--- config.mk ---
export PLATFORM = sky130hd
export DESIGN_NAME = traffic_input_conditioner
export DESIGN_NICKNAME = d
export VERILOG_FILES = /design/src/rtl/traffic_pkg.sv /design/src/rtl/debounce_filter.sv /design/src/rtl/traffic_input_conditioner.sv
export SDC_FILE = /design/constraint.sdc
export NUM_CORES = 1
export LEC_CHECK = 0
export CORE_ASPECT_RATIO = 1.75
export CORE_MARGIN = 2
export CORE_UTILIZATION = 50
export DETAILED_ROUTE_END_ITERATION = 10
export PLACE_DENSITY = 0.74
export SETUP_SLACK_MARGIN = 0.1
export SYNTH_ARGS = -nofsm -noshare
export SYNTH_HDL_FRONTEND = slang
export SYNTH_SLANG_ARGS = --single-unit
--- constraint.sdc ---
create_clock -name clk -period 5.9 [get_ports clk]
set_input_delay 1.18 -clock clk [delete_from_list [all_inputs] [get_ports clk]]
set_output_delay 1.18 -clock clk [all_outputs]
set_load 0.02 [all_outputs]
--- src/rtl/traffic_pkg.sv ---
// Shared encodings for the intersection front-end and controller: debounce
// states, light codes and controller state codes.
package traffic_pkg;

  typedef enum logic [1:0] {
    S_LO = 2'd0,
    P_HI = 2'd1,
    S_HI = 2'd2,
    P_LO = 2'd3
  } db_state_e;

  typedef enum logic [1:0] {
    NAN   = 2'd0,
    GREEN = 2'd1,
    YEL   = 2'd2,
    RED   = 2'd3
  } light_e;

  typedef enum logic [2:0] {
    CS_NS_GO    = 3'd0,
    CS_NS_SLOW  = 3'd1,
    CS_ALL_RED1 = 3'd2,
    CS_EW_GO    = 3'd3,
    CS_EW_SLOW  = 3'd4,
    CS_ALL_RED2 = 3'd5,
    CS_WALK     = 3'd6
  } ctrl_state_e;

  // Accepted level is high while settled high or while a fall is still pending.
  function automatic logic db_level(input db_state_e s);
    return (s == S_HI) || (s == P_LO);
  endfunction

endpackage

--- src/rtl/debounce_filter.sv ---
// Four-state debounce filter for one synchronised input: accepts a level change
// only after DEBOUNCE_CYCLES consecutive stable samples; registered level and rise.
module debounce_filter
  import traffic_pkg::*;
#(
  parameter int DEBOUNCE_CYCLES = 1000000
) (
  input  logic clk,
  input  logic reset,
  input  logic in_s,
  output logic level,
  output logic rise
);

  localparam int CNT_W = $clog2(DEBOUNCE_CYCLES + 1);
  localparam logic [CNT_W-1:0] CNT_LAST = CNT_W'(DEBOUNCE_CYCLES - 1);
  localparam logic [CNT_W-1:0] CNT_ONE  = CNT_W'(1);

  db_state_e        r_state;
  db_state_e        w_state_nxt;
  logic [CNT_W-1:0] r_cnt;
  logic [CNT_W-1:0] w_cnt_nxt;
  logic             r_level;
  logic             r_rise;
  logic             w_level_nxt;

  always_ff @(posedge clk or negedge reset) begin
    if (!reset) begin
      r_state <= S_LO;
      r_cnt   <= '0;
      r_level <= 1'b0;
      r_rise  <= 1'b0;
    end else begin
      r_state <= w_state_nxt;
      r_cnt   <= w_cnt_nxt;
      r_level <= w_level_nxt;
      r_rise  <= w_level_nxt & ~r_level;
    end
  end

  always_comb begin
    w_state_nxt = r_state;
    w_cnt_nxt   = r_cnt;
    case (r_state)
      S_LO: begin
        if (in_s) begin
          if (DEBOUNCE_CYCLES == 1) begin
            w_state_nxt = S_HI;
          end else begin
            w_state_nxt = P_HI;
            w_cnt_nxt   = CNT_ONE;
          end
        end
      end
      P_HI: begin
        if (!in_s) begin
          w_state_nxt = S_LO;
          w_cnt_nxt   = '0;
        end else if (r_cnt == CNT_LAST) begin
          w_state_nxt = S_HI;
          w_cnt_nxt   = '0;
        end else begin
          w_cnt_nxt = r_cnt + CNT_ONE;
        end
      end
      S_HI: begin
        if (!in_s) begin
          if (DEBOUNCE_CYCLES == 1) begin
            w_state_nxt = S_LO;
          end else begin
            w_state_nxt = P_LO;
            w_cnt_nxt   = CNT_ONE;
          end
        end
      end
      P_LO: begin
        if (in_s) begin
          w_state_nxt = S_HI;
          w_cnt_nxt   = '0;
        end else if (r_cnt == CNT_LAST) begin
          w_state_nxt = S_LO;
          w_cnt_nxt   = '0;
        end else begin
          w_cnt_nxt = r_cnt + CNT_ONE;
        end
      end
      default: begin
        w_state_nxt = S_LO;
        w_cnt_nxt   = '0;
      end
    endcase
    w_level_nxt = db_level(w_state_nxt);
  end

  assign level = r_level;
  assign rise  = r_rise;

endmodule

--- src/rtl/traffic_input_conditioner.sv ---
// Front end for the intersection controller: input synchronisers, debounce,
// sticky walk request and the state-advance tick enable.
// Optional walk lockout after acknowledge: define TRAFFIC_WALK_LOCKOUT_EN.
module traffic_input_conditioner
  import traffic_pkg::*;
#(
  parameter int DIV_COUNT       = 100000000,
  parameter int DEBOUNCE_CYCLES = 1000000,
  parameter int LOCKOUT_TICKS   = 5
) (
  input  logic clk,
  input  logic reset,
  input  logic sensor_raw,
  input  logic walk_raw,
  input  logic walk_ack,
  output logic tick,
  output logic sensor_db,
  output logic walk_press,
  output logic walk_req
);

  localparam int TICK_W = $clog2(DIV_COUNT);
  localparam logic [TICK_W-1:0] TICK_LAST = TICK_W'(DIV_COUNT - 1);
  localparam logic [TICK_W-1:0] TICK_PRE  = TICK_W'(DIV_COUNT - 2);
  localparam logic [TICK_W-1:0] TICK_ONE  = TICK_W'(1);

  if (DIV_COUNT < 2) begin : g_bad_div
    $error("DIV_COUNT must be at least 2");
  end
  if (DEBOUNCE_CYCLES < 1) begin : g_bad_db
    $error("DEBOUNCE_CYCLES must be at least 1");
  end
  if (LOCKOUT_TICKS < 1) begin : g_bad_lock
    $error("LOCKOUT_TICKS must be at least 1");
  end

  logic              r_sensor_s1;
  logic              r_sensor_s2;
  logic              r_walk_s1;
  logic              r_walk_s2;
  logic              w_sensor_level;
  logic              w_sensor_rise_unused;
  logic              w_walk_level_unused;
  logic              w_walk_rise;
  logic [TICK_W-1:0] r_tick_cnt;
  logic              r_tick;
  logic              r_walk_press;
  logic              r_walk_req;
  logic              w_walk_req_nxt;

  always_ff @(posedge clk or negedge reset) begin
    if (!reset) begin
      r_sensor_s1 <= 1'b0;
      r_sensor_s2 <= 1'b0;
      r_walk_s1   <= 1'b0;
      r_walk_s2   <= 1'b0;
    end else begin
      r_sensor_s1 <= sensor_raw;
      r_sensor_s2 <= r_sensor_s1;
      r_walk_s1   <= walk_raw;
      r_walk_s2   <= r_walk_s1;
    end
  end

  debounce_filter #(
    .DEBOUNCE_CYCLES(DEBOUNCE_CYCLES)
  ) u_sensor_db (
    .clk  (clk),
    .reset(reset),
    .in_s (r_sensor_s2),
    .level(w_sensor_level),
    .rise (w_sensor_rise_unused)
  );

  debounce_filter #(
    .DEBOUNCE_CYCLES(DEBOUNCE_CYCLES)
  ) u_walk_db (
    .clk  (clk),
    .reset(reset),
    .in_s (r_walk_s2),
    .level(w_walk_level_unused),
    .rise (w_walk_rise)
  );

  // Tick is registered one count early so it is high while the counter sits at its last value.
  always_ff @(posedge clk or negedge reset) begin
    if (!reset) begin
      r_tick_cnt <= '0;
      r_tick     <= 1'b0;
    end else begin
      r_tick_cnt <= (r_tick_cnt == TICK_LAST) ? '0 : r_tick_cnt + TICK_ONE;
      r_tick     <= (r_tick_cnt == TICK_PRE);
    end
  end

`ifdef TRAFFIC_WALK_LOCKOUT_EN
  localparam int LOCK_W = $clog2(LOCKOUT_TICKS + 1);
  localparam logic [LOCK_W-1:0] LOCK_LOAD = LOCK_W'(LOCKOUT_TICKS);
  localparam logic [LOCK_W-1:0] LOCK_ONE  = LOCK_W'(1);

  logic [LOCK_W-1:0] r_lock_cnt;

  always_ff @(posedge clk or negedge reset) begin
    if (!reset) begin
      r_lock_cnt <= '0;
    end else if (walk_ack) begin
      r_lock_cnt <= LOCK_LOAD;
    end else if (r_tick && (r_lock_cnt != '0)) begin
      r_lock_cnt <= r_lock_cnt - LOCK_ONE;
    end
  end

  // Ack dominates: a press landing with the ack is swallowed by the new lockout.
  always_comb begin
    w_walk_req_nxt = r_walk_req;
    if (walk_ack) begin
      w_walk_req_nxt = 1'b0;
    end else if (r_walk_press && (r_lock_cnt == '0)) begin
      w_walk_req_nxt = 1'b1;
    end
  end
`else
  // Press dominates so a press during the walk phase queues the next one.
  always_comb begin
    w_walk_req_nxt = r_walk_req;
    if (r_walk_press) begin
      w_walk_req_nxt = 1'b1;
    end else if (walk_ack) begin
      w_walk_req_nxt = 1'b0;
    end
  end
`endif

  always_ff @(posedge clk or negedge reset) begin
    if (!reset) begin
      r_walk_press <= 1'b0;
      r_walk_req   <= 1'b0;
    end else begin
      r_walk_press <= w_walk_rise;
      r_walk_req   <= w_walk_req_nxt;
    end
  end

  assign tick       = r_tick;
  assign sensor_db  = w_sensor_level;
  assign walk_press = r_walk_press;
  assign walk_req   = r_walk_req;

endmodule

==> results.tsv <==
stage	metric	value	unit
worst_hold_path	worst hold-check path type	reg2reg	
critical_path	Worst EP required	4.72	ns
route	WL/cell	15.0	um
clock_network	H-tree depth	3	
global_route	gr ovfl total	0	
clock_network	Post-CTS Repair Setup Buffers	0	
timing	Final Skew	0.00592	ns
timing	RSZ-0062 raised after global routing	false	
synth	Seq/Total Area, Yosys	49.4	%
place	Inst Count DP	503	
pwr	Leak Pwr	1.90	nW
floorplanning	FP Rows	43	
place	dpl ws	3.55	ns
critical_path	kind of critical path	reg2out	
clock_network	CTS Sinks	81	
place	I/O Buffers	8	
synth	post-synthesis register bit count	81	
timing	Hold Fails Final Rpt	0	
critical_path	Max FO, Critical Path	2	
floorplanning	die area	8970	sq um
critical_path	element type at the critical path end	output pin	
critical_path	Worst Path Arrival	1.27	ns
route	Final ANT Viol Nets	0	
status	outcome	finished clean	
synth	Mapped Avg Cell Area	9.81	sq um
pwr	worst vdd ir	0.000218	V
timing	Slew @ Worst Pin	1.19	ns
clock_network	Skew-Pair Late Insertion Delay	0.33	ns
clock_network	clk slew on worst S/H paths	0.06	ns
critical_path	worst-path cell chain	clkdlybuf4s50_1	
critical_path	Setup crit start kind	flip-flop	
synth	main flop type after synthesis	dfrtp_1	
timing	achievable frequency	407	MHz
global_route	global-route usage over all layers	19.0	%
timing	Setup TNS	0	ns
route	Routed WL	7.79	mm
route	total number of vias	3118	
layout	fin cells	518	
pwr	Flop pwr share	46.6	%
critical_path	CP peak stage delay	0.60	ns
global_route	first-pass GRT wire length	13.4	mm
timing	min Tclk post-route	2.45	ns
clock_network	cts repair resizes	0	
synth	ranking of synthesized cells by area	dfrtp_1 (49%), a31oi_1 (4.1%), nand2_1 (3.9%)	
route	drt first pass iters	5	
synth	Synth area leader	dfrtp_1	
clock_network	Clock Path Buffers	2	
layout	Final nets	433	
timing	fin crit share	41.6	%
timing	fin. max-slew vios	0	
global_route	vias in the first global route	3005	
route	Detailed Route Iter0 Violations	244	
pwr	Int Pwr	0.00100	W
route	drt drc	0	
floorplanning	num ports	9	
place	GP Congestion	0.827	
layout	Layout Utilization	56.9	%
clock_network	root buf cell	clkbuf_16	
timing	Min Hold Slack	0.347	ns
floorplanning	Die W	72.5	um
critical_path	family with the most delay on the worst path	buffers and inverters	
clock_network	CTS Buf Count	9	
clock_network	CTS tree	done	
clock_network	CTS Hold Bufs	0	
timing	Setup violations, final	0	
synth	Distinct cells, synth	49	
pwr	switching pwr	0.000274	W
global_route	largest net degree at the start of global routing	82	
synth	syn nets	427	
pwr	sw frac	21.5	%
synth	Syn Inst Count	418	
timing	worst setup margin	3.45	ns
timing	slew margin rel.	20.3	%
global_route	initial antenna violation count	0	
floorplanning	Starting Density	51.5	%
pwr	clock share of power	49.0	%
layout	layout cells sized above 1	8.64	%
floorplanning	Die Ht	124	um
pwr	Power Density	282	nW/um^2
synth	Ys Warns	0	
layout	antenna cell count	0	
critical_path	CP bufs+invs	1	
route	vias per cell	6.02	
synth	Synth top area share	49.4	%
synth	Post-synth EDFFs	0	
flow_run	max_cap viols	0	
place	DP Wirelength	5.24	mm
layout	fillers	678	
layout	Area Overhead vs Synth	10.5	%
floorplanning	core area	7960	sq um
synth	Async SR Flop Fraction	100	%
synth	Cell Area, Synth	4100	sq um
pwr	combinational share of power	4.4	%
critical_path	Crit-path slowest cell	clkdlybuf4s50_1	
## logic make-up after synthesis
kind of cell	Yosys count	share of synthesized area, %
mux	10	2.65
compound gates	95	14.1
flops	81	49.4
simple gates	181	24.7
buf+inv	27	3.60
fa+ha+maj	4	1.22
xor+xnor	20	4.27
## path summary, 6_finish.rpt
path | to | from | slack (ns) | cells past startpoint
max | walk_press | walk_press | 3.45 | 1
max in group asynchronous | u_walk_db.r_cnt[0] | reset | 4.23 | 1
min in group asynchronous | u_sensor_db.r_cnt[19] | reset | 1.01 | 1
max reg2reg | u_walk_db.r_cnt[15] | u_walk_db.r_cnt[0] | 3.53 | 6
min reg2reg | walk_press | u_walk_db.rise | 0.35 | 0
min | walk_press | u_walk_db.rise | 0.35 | 0
## metal layers
metal  up-vias  track usage, %  share of wire (%)
li1       1548               -                  -
met1      1512            23.0                 43
met2        47            32.9                 52
met3        11            3.96                2.5
met4         0            7.75                1.8
met5         -               0                  0
## stage by stage
stage                     total power, W  instance area (sq um)
after floorplan                 0.000640                   4100
after global placement          0.000660                   4200
after detailed placement        0.000662                   4200
after CTS                        0.00129                   4530
after global routing             0.00132                   4530
final                            0.00128                   4530
## layout by cell type (no fill, tap or decap), types with 4 or more instances in the layout
cell type	instances
nand3_1	27
nor3_1	9
nand4_1	14
xor2_1	9
a21oi_1	30
ha_1	4
nor2_1	31
nand2_1	43
nor4_1	6
inv_1	13
a21o_1	4
a22o_1	5
dfrtp_1	81
xnor2_1	11
or3_1	7
o21ai_0	18
or2b_1	5
nand2b_1	5
clkdlybuf4s50_1	7
a31oi_1	27
mux2i_1	6
and3_1	9
clkbuf_16	9
## power groups by stage
stage / registers, W / clock network (W) / logic, W
5_1_grt: 0.000598 / 0.000657 / 0.0000650
2_1_floorplan: 0.000599 / 0 / 0.0000411
6_report: 0.000595 / 0.000625 / 0.0000568
3_5_place_dp: 0.000604 / 0 / 0.0000577
3_3_place_gp: 0.000603 / 0 / 0.0000563
4_1_cts: 0.000594 / 0.000635 / 0.0000577
## area by class of cell
type / instances / area, sq um / area share, %
clock buffers: 9 / 225 / 4.97
clock inverters: 6 / 108 / 2.37
inverters: 13 / 48.8 / 1.08
multi-input cells: 310 / 1930 / 42.5
flip-flops and latches: 81 / 2030 / 44.7
well taps: 90 / 113 / 2.48
repair buffers: 9 / 85.1 / 1.88
## flip-flops by register name, summed over array words and instances, names as in the netlist, 2 cells and up
signal	cells
r_tick_cnt	27
u_sensor_db.r_cnt	20
u_sensor_db.r_state	2
u_walk_db.r_cnt	20
u_walk_db.r_state	2
## synth_stat cells (2+ instances only)
cell and n:
dfrtp_1 81, nand2_1 43, nor2_1 31, a21oi_1 30
a31oi_1 27, nand3_1 27, o21ai_0 18, nand4_1 14
inv_1 13, xnor2_1 11, and3_1 9, nor3_1 9
xor2_1 9, or3_1 7, buf_6 6, clkbuf_1 6
mux2i_1 6, nor4_1 6, a22o_1 5, nand2b_1 5
or2b_1 5, a21o_1 4, ha_1 4, and4_1 3
mux2_2 3, nand3b_1 3, nor4_2 3, or2_2 3
a21oi_2 2, a32o_1 2, a41oi_1 2, nand4bb_1 2
nor4b_1 2, or4_4 2
## worst reg2reg max path: cells and delay by family (launching register included)
family | cells | cell delay [ns]
compound gates | 3 | 1.40
fa+ha+maj | 1 | 0.25
flops | 1 | 0.41
simple gates | 2 | 0.23
No activity file was read; power rests on OpenSTA's default activity.
==> patch 1: new RTL, same flow settings <==
Set the parameter `DIV_COUNT` to 50000000 (it was 100000000).
--- a/src/rtl/traffic_input_conditioner.sv
+++ b/src/rtl/traffic_input_conditioner.sv
@@ -4,7 +4,7 @@
 module traffic_input_conditioner
   import traffic_pkg::*;
 #(
-  parameter int DIV_COUNT       = 100000000,
+  parameter int DIV_COUNT       = 50000000,
   parameter int DEBOUNCE_CYCLES = 1000000,
   parameter int LOCKOUT_TICKS   = 5
 ) (
Function: no difference found for any inputs over 10 cycles, from zero or initial values and one cycle with reset low; that may be too few to reach the edited logic, so the function may still have changed.
==> patch 1 against the original RTL <==
- design area fell by 1.9%
- sequential cell count shrank 1
- wire length shrank 0.51%
- synthesized area is 2.8% lower
- die area decreased by 2.7%
- worst setup slack improved by 0.0051 ns
- fmax increased by 0.21%
- power shrank 5.7%
- critical endpoint unchanged
- largest cell class unchanged
==> patch 1: results (changes against the original RTL) <==
=================================================================================================
Status ............................................................................. complete, no violations
Number of distinct library cell variants in the gate-level netlist after synthesis .           53   +8.2%
Drt first pass iters ...............................................................            4   -1
Commonest cells in the netlist ..................................................... sky130_fd_sc_hd__dfrtp_1, sky130_fd_sc_hd__nand2_1, sky130_fd_sc_hd__nor2_1
Number of nets in the final layout .................................................          419   -3.2%
Average wire length per cell after detail routing ..................................      15.4 um   +2.0%
Estimated wirelength of the detail-placed design ...................................      5250 um   about the same
Fill cells .........................................................................          668   -1.5%
Maximum number of pins on one net before global-route repair .......................           81   -1.2%
Regs by FF count ................................................................... r_tick_cnt x26, u_sensor_db.r_cnt x20, u_walk_db.r_cnt x20
Leak ...............................................................................   0.00194 uW   +2.2%
Hold Path Sink .....................................................................    r_walk_s2
R2R cell count .....................................................................            6   unchanged
Port Buffer Count ..................................................................            8   unchanged
Wire length of the first global-routing pass .......................................     13700 um   +1.9%
Share of post-route cells with drive strength above 1 ..............................       0.0988   +0.0123
Violation count after the first detailed-route iteration ...........................          174   -29%
Worst Min Path Start ...............................................................    r_walk_s1
Actual slew at the worst max-slew pin ..............................................      1.11 ns   -0.0845 ns
Vias per cell ......................................................................         5.98   -0.68%
CTS root buffer .................................................................... sky130_fd_sc_hd__clkbuf_16
Overall track demand over capacity in global routing ...............................        0.198   +0.00739
Portion of the post-synthesis area used by sequential elements .....................        0.502   +0.00815
Register-to-Register Setup Slack ...................................................      3.55 ns   +0.02 ns
Critical register-to-register path endpoint ........................................ u_sensor_db.r_cnt[13]
Clock Skew .........................................................................   0.00559 ns   -0.000329 ns
Syn Nets ...........................................................................          410   -4.0%
=================================================================================================
[patch 1: stage by stage]
| step | area, um2 | cells | hold WS, ns | power [uW] |
|---|---|---|---|---|
| after CTS | 4450 | 505 | 0.348 | 1220 |
| after detailed placement | 4130 | 489 | 0.335 | 624 |
| after global placement | 4130 | 489 | 0.336 | 621 |
| final | 4450 | 505 | 0.347 | 1200 |
| after global routing | 4450 | 505 | 0.359 | 1250 |
| after floorplan | 3990 | 401 | 0.331 | 602 |
[patch 1: power breakdown]
| part | leakage [uW] | total (uW) | switching (uW) | internal (uW) |
|---|---|---|---|---|
| Combinational | 0.000700 | 44.7 | 31.0 | 13.7 |
| Clock | 0.000158 | 590 | 211 | 379 |
| Sequential | 0.00108 | 568 | 11.1 | 557 |
| Total | 0.00194 | 1200 | 253 | 951 |
[patch 1: final cells by class]
| cell class | count | area share |
|---|---|---|
| multi-input cells | 300 | 0.426 |
| inverters | 11 | 0.00928 |
| clock inverters | 6 | 0.0186 |
| well taps | 90 | 0.0253 |
| clock buffers | 10 | 0.0537 |
| flip-flops and latches | 80 | 0.450 |
| repair buffers | 8 | 0.0174 |
[patch 1: routing by layer]
metal	track usage	up-vias	share of wire
met1	0.237	1494	0.42
met5	0	-	0
li1	-	1476	-
met3	0.0480	8	0.022
met2	0.334	41	0.54
met4	0.0849	0	0.013
[patch 1: logic make-up after synthesis]
| logic type | count (synthesis) | share of synthesized area |
|---|---|---|
| AO/OA/AOI/OAI | 77 | 0.125 |
| multiplexers | 8 | 0.0213 |
| adder cells (fa/ha/maj) | 4 | 0.0126 |
| XOR/XNOR | 30 | 0.0659 |
| flip-flops | 80 | 0.502 |
| buffers and inverters | 21 | 0.0226 |
| AND/OR/NAND/NOR | 181 | 0.250 |
==> patch 2: new RTL, config.mk and constraints unchanged <==
Without the edit above. The 4 states of `db_state_e` get a Gray code encoding in 2 bits.
--- a/src/rtl/traffic_pkg.sv
+++ b/src/rtl/traffic_pkg.sv
@@ -3,10 +3,10 @@
 package traffic_pkg;
 
   typedef enum logic [1:0] {
-    S_LO = 2'd0,
-    P_HI = 2'd1,
-    S_HI = 2'd2,
-    P_LO = 2'd3
+    S_LO = 2'b00,
+    P_HI = 2'b01,
+    S_HI = 2'b11,
+    P_LO = 2'b10
   } db_state_e;
 
   typedef enum logic [1:0] {
Function: no difference found for any inputs over 10 cycles, from zero or initial values and one cycle with reset low; not proved beyond that.
==> patch 2 against the original RTL <==
- worst setup slack worse by 0.014 ns
- synthesized cell count is 4.8% higher
- synthesized area is 4.4% higher
- design area is 4.7% higher
- fmax is 0.58% lower
- sequential cell count stayed put
- global-route usage is 0.37 points higher
- wire length is 5.4% higher
- die area is 4.2% higher
- highest routed layer unchanged
Power is not compared: it rests on default switching activity, and its combinational part moved more than twofold at a synthesized area within 25%.
==> patch 2: results (changes against the original RTL) <==
=================================================================================================
Via count of the routed design .....................................................         3184   +2.1%
Post-placement setup slack .........................................................      3.47 ns   -0.0738 ns
Worst Min Path Start ...............................................................  r_sensor_s1
M1 wire length .....................................................................      3350 um   -0.59%
Met3 track demand over resource ....................................................       0.0405   +0.000864
Portion of the post-synthesis area used by sequential elements .....................        0.474   -0.0207
Clock Network Area Fraction ........................................................       0.0643   -0.00907
Register-to-Register Setup Slack ...................................................      3.49 ns   -0.04 ns
Share of post-route cells with drive strength above 1 ..............................       0.0711   -0.0153
Routed length on met3 ..............................................................       156 um   -20%
Proportion of cell area occupied by multi-input gates ..............................        0.451   +0.0264
Crit path setup slack, layout ......................................................      3.43 ns   -0.0143 ns
Met2 track demand over resource in global routing ..................................        0.345   +0.0160
Syn Nets ...........................................................................          457   +7.0%
Drt first pass iters ...............................................................            4   -1
Cell types with the largest area share after synthesis ............................. sky130_fd_sc_hd__dfrtp_1, sky130_fd_sc_hd__xor2_1, sky130_fd_sc_hd__nor2_1, sky130_fd_sc_hd__ha_1, sky130_fd_sc_hd__nand2_1
Commonest cells in the netlist ..................................................... sky130_fd_sc_hd__dfrtp_1, sky130_fd_sc_hd__nor2_1, sky130_fd_sc_hd__nand2_1
Overall track demand over capacity in global routing ...............................        0.194   +0.00367
Count of plain and timing-repair buffers in the layout .............................            8   -1
Critical register-to-register path endpoint ........................................ u_sensor_db.r_cnt[19]
Routed WL ..........................................................................      8220 um   +5.4%
Number of sequential cells .........................................................           81   unchanged
Routing usage on met1 ..............................................................        0.212   -0.0177
Area share of the largest cell type after synthesis ................................        0.474   -0.0207
Clock Skew .........................................................................   0.00416 ns   -0.00176 ns
GPL Wtd Cong .......................................................................        0.840   +1.5%
Estimated wirelength of the detail-placed design ...................................      5710 um   +9.0%
R2R cell count .....................................................................            7   +1
Proportion of final cell area spent on non-clock buffers ...........................       0.0164   -0.00242
Met2 wire len ......................................................................      4590 um   +12%
Number of distinct library cell variants in the gate-level netlist after synthesis .           58   +18%
Status ............................................................................. complete, no violations
Number of nets in the final layout .................................................          464   +7.2%
Total of clock buffers placed in the layout ........................................           10   +1
=================================================================================================
patch 2: changes by cell type after synthesis, sizes merged, moves of 5 or more:
cell	delta
or2b	-5
nor2	+34
clkbuf	-5
nand4	+7
and2	+5
a31oi	-17
nor3	+6
nor4	-5
a21oi	-29
nand3	-5
ha	+10
xor2	+25
patch 2: power breakdown:
part           internal (uW)  switching, uW
Clock                    340            228
Combinational            142            238
Sequential               595           32.4
patch 2: through the flow:
step                cell area, um2   util  cells  hold slack [ns]  power (uW)
floorplan                     4280      -    438            0.331         930
global placement              4440  0.534    549            0.336        1010
detailed placement            4440  0.534    549            0.338        1020
CTS                           4740  0.571    565            0.352        1590
global route                  4740  0.571    565            0.355        1660
finish                        4740  0.571    565            0.348        1580
patch 2: logic make-up after synthesis:
group / share of synthesized area
simple gates: 0.246
flops: 0.474
compound gates: 0.0994
xor+xnor: 0.0941
buf+inv: 0.0260
fa+ha+maj: 0.0409
mux: 0.0196
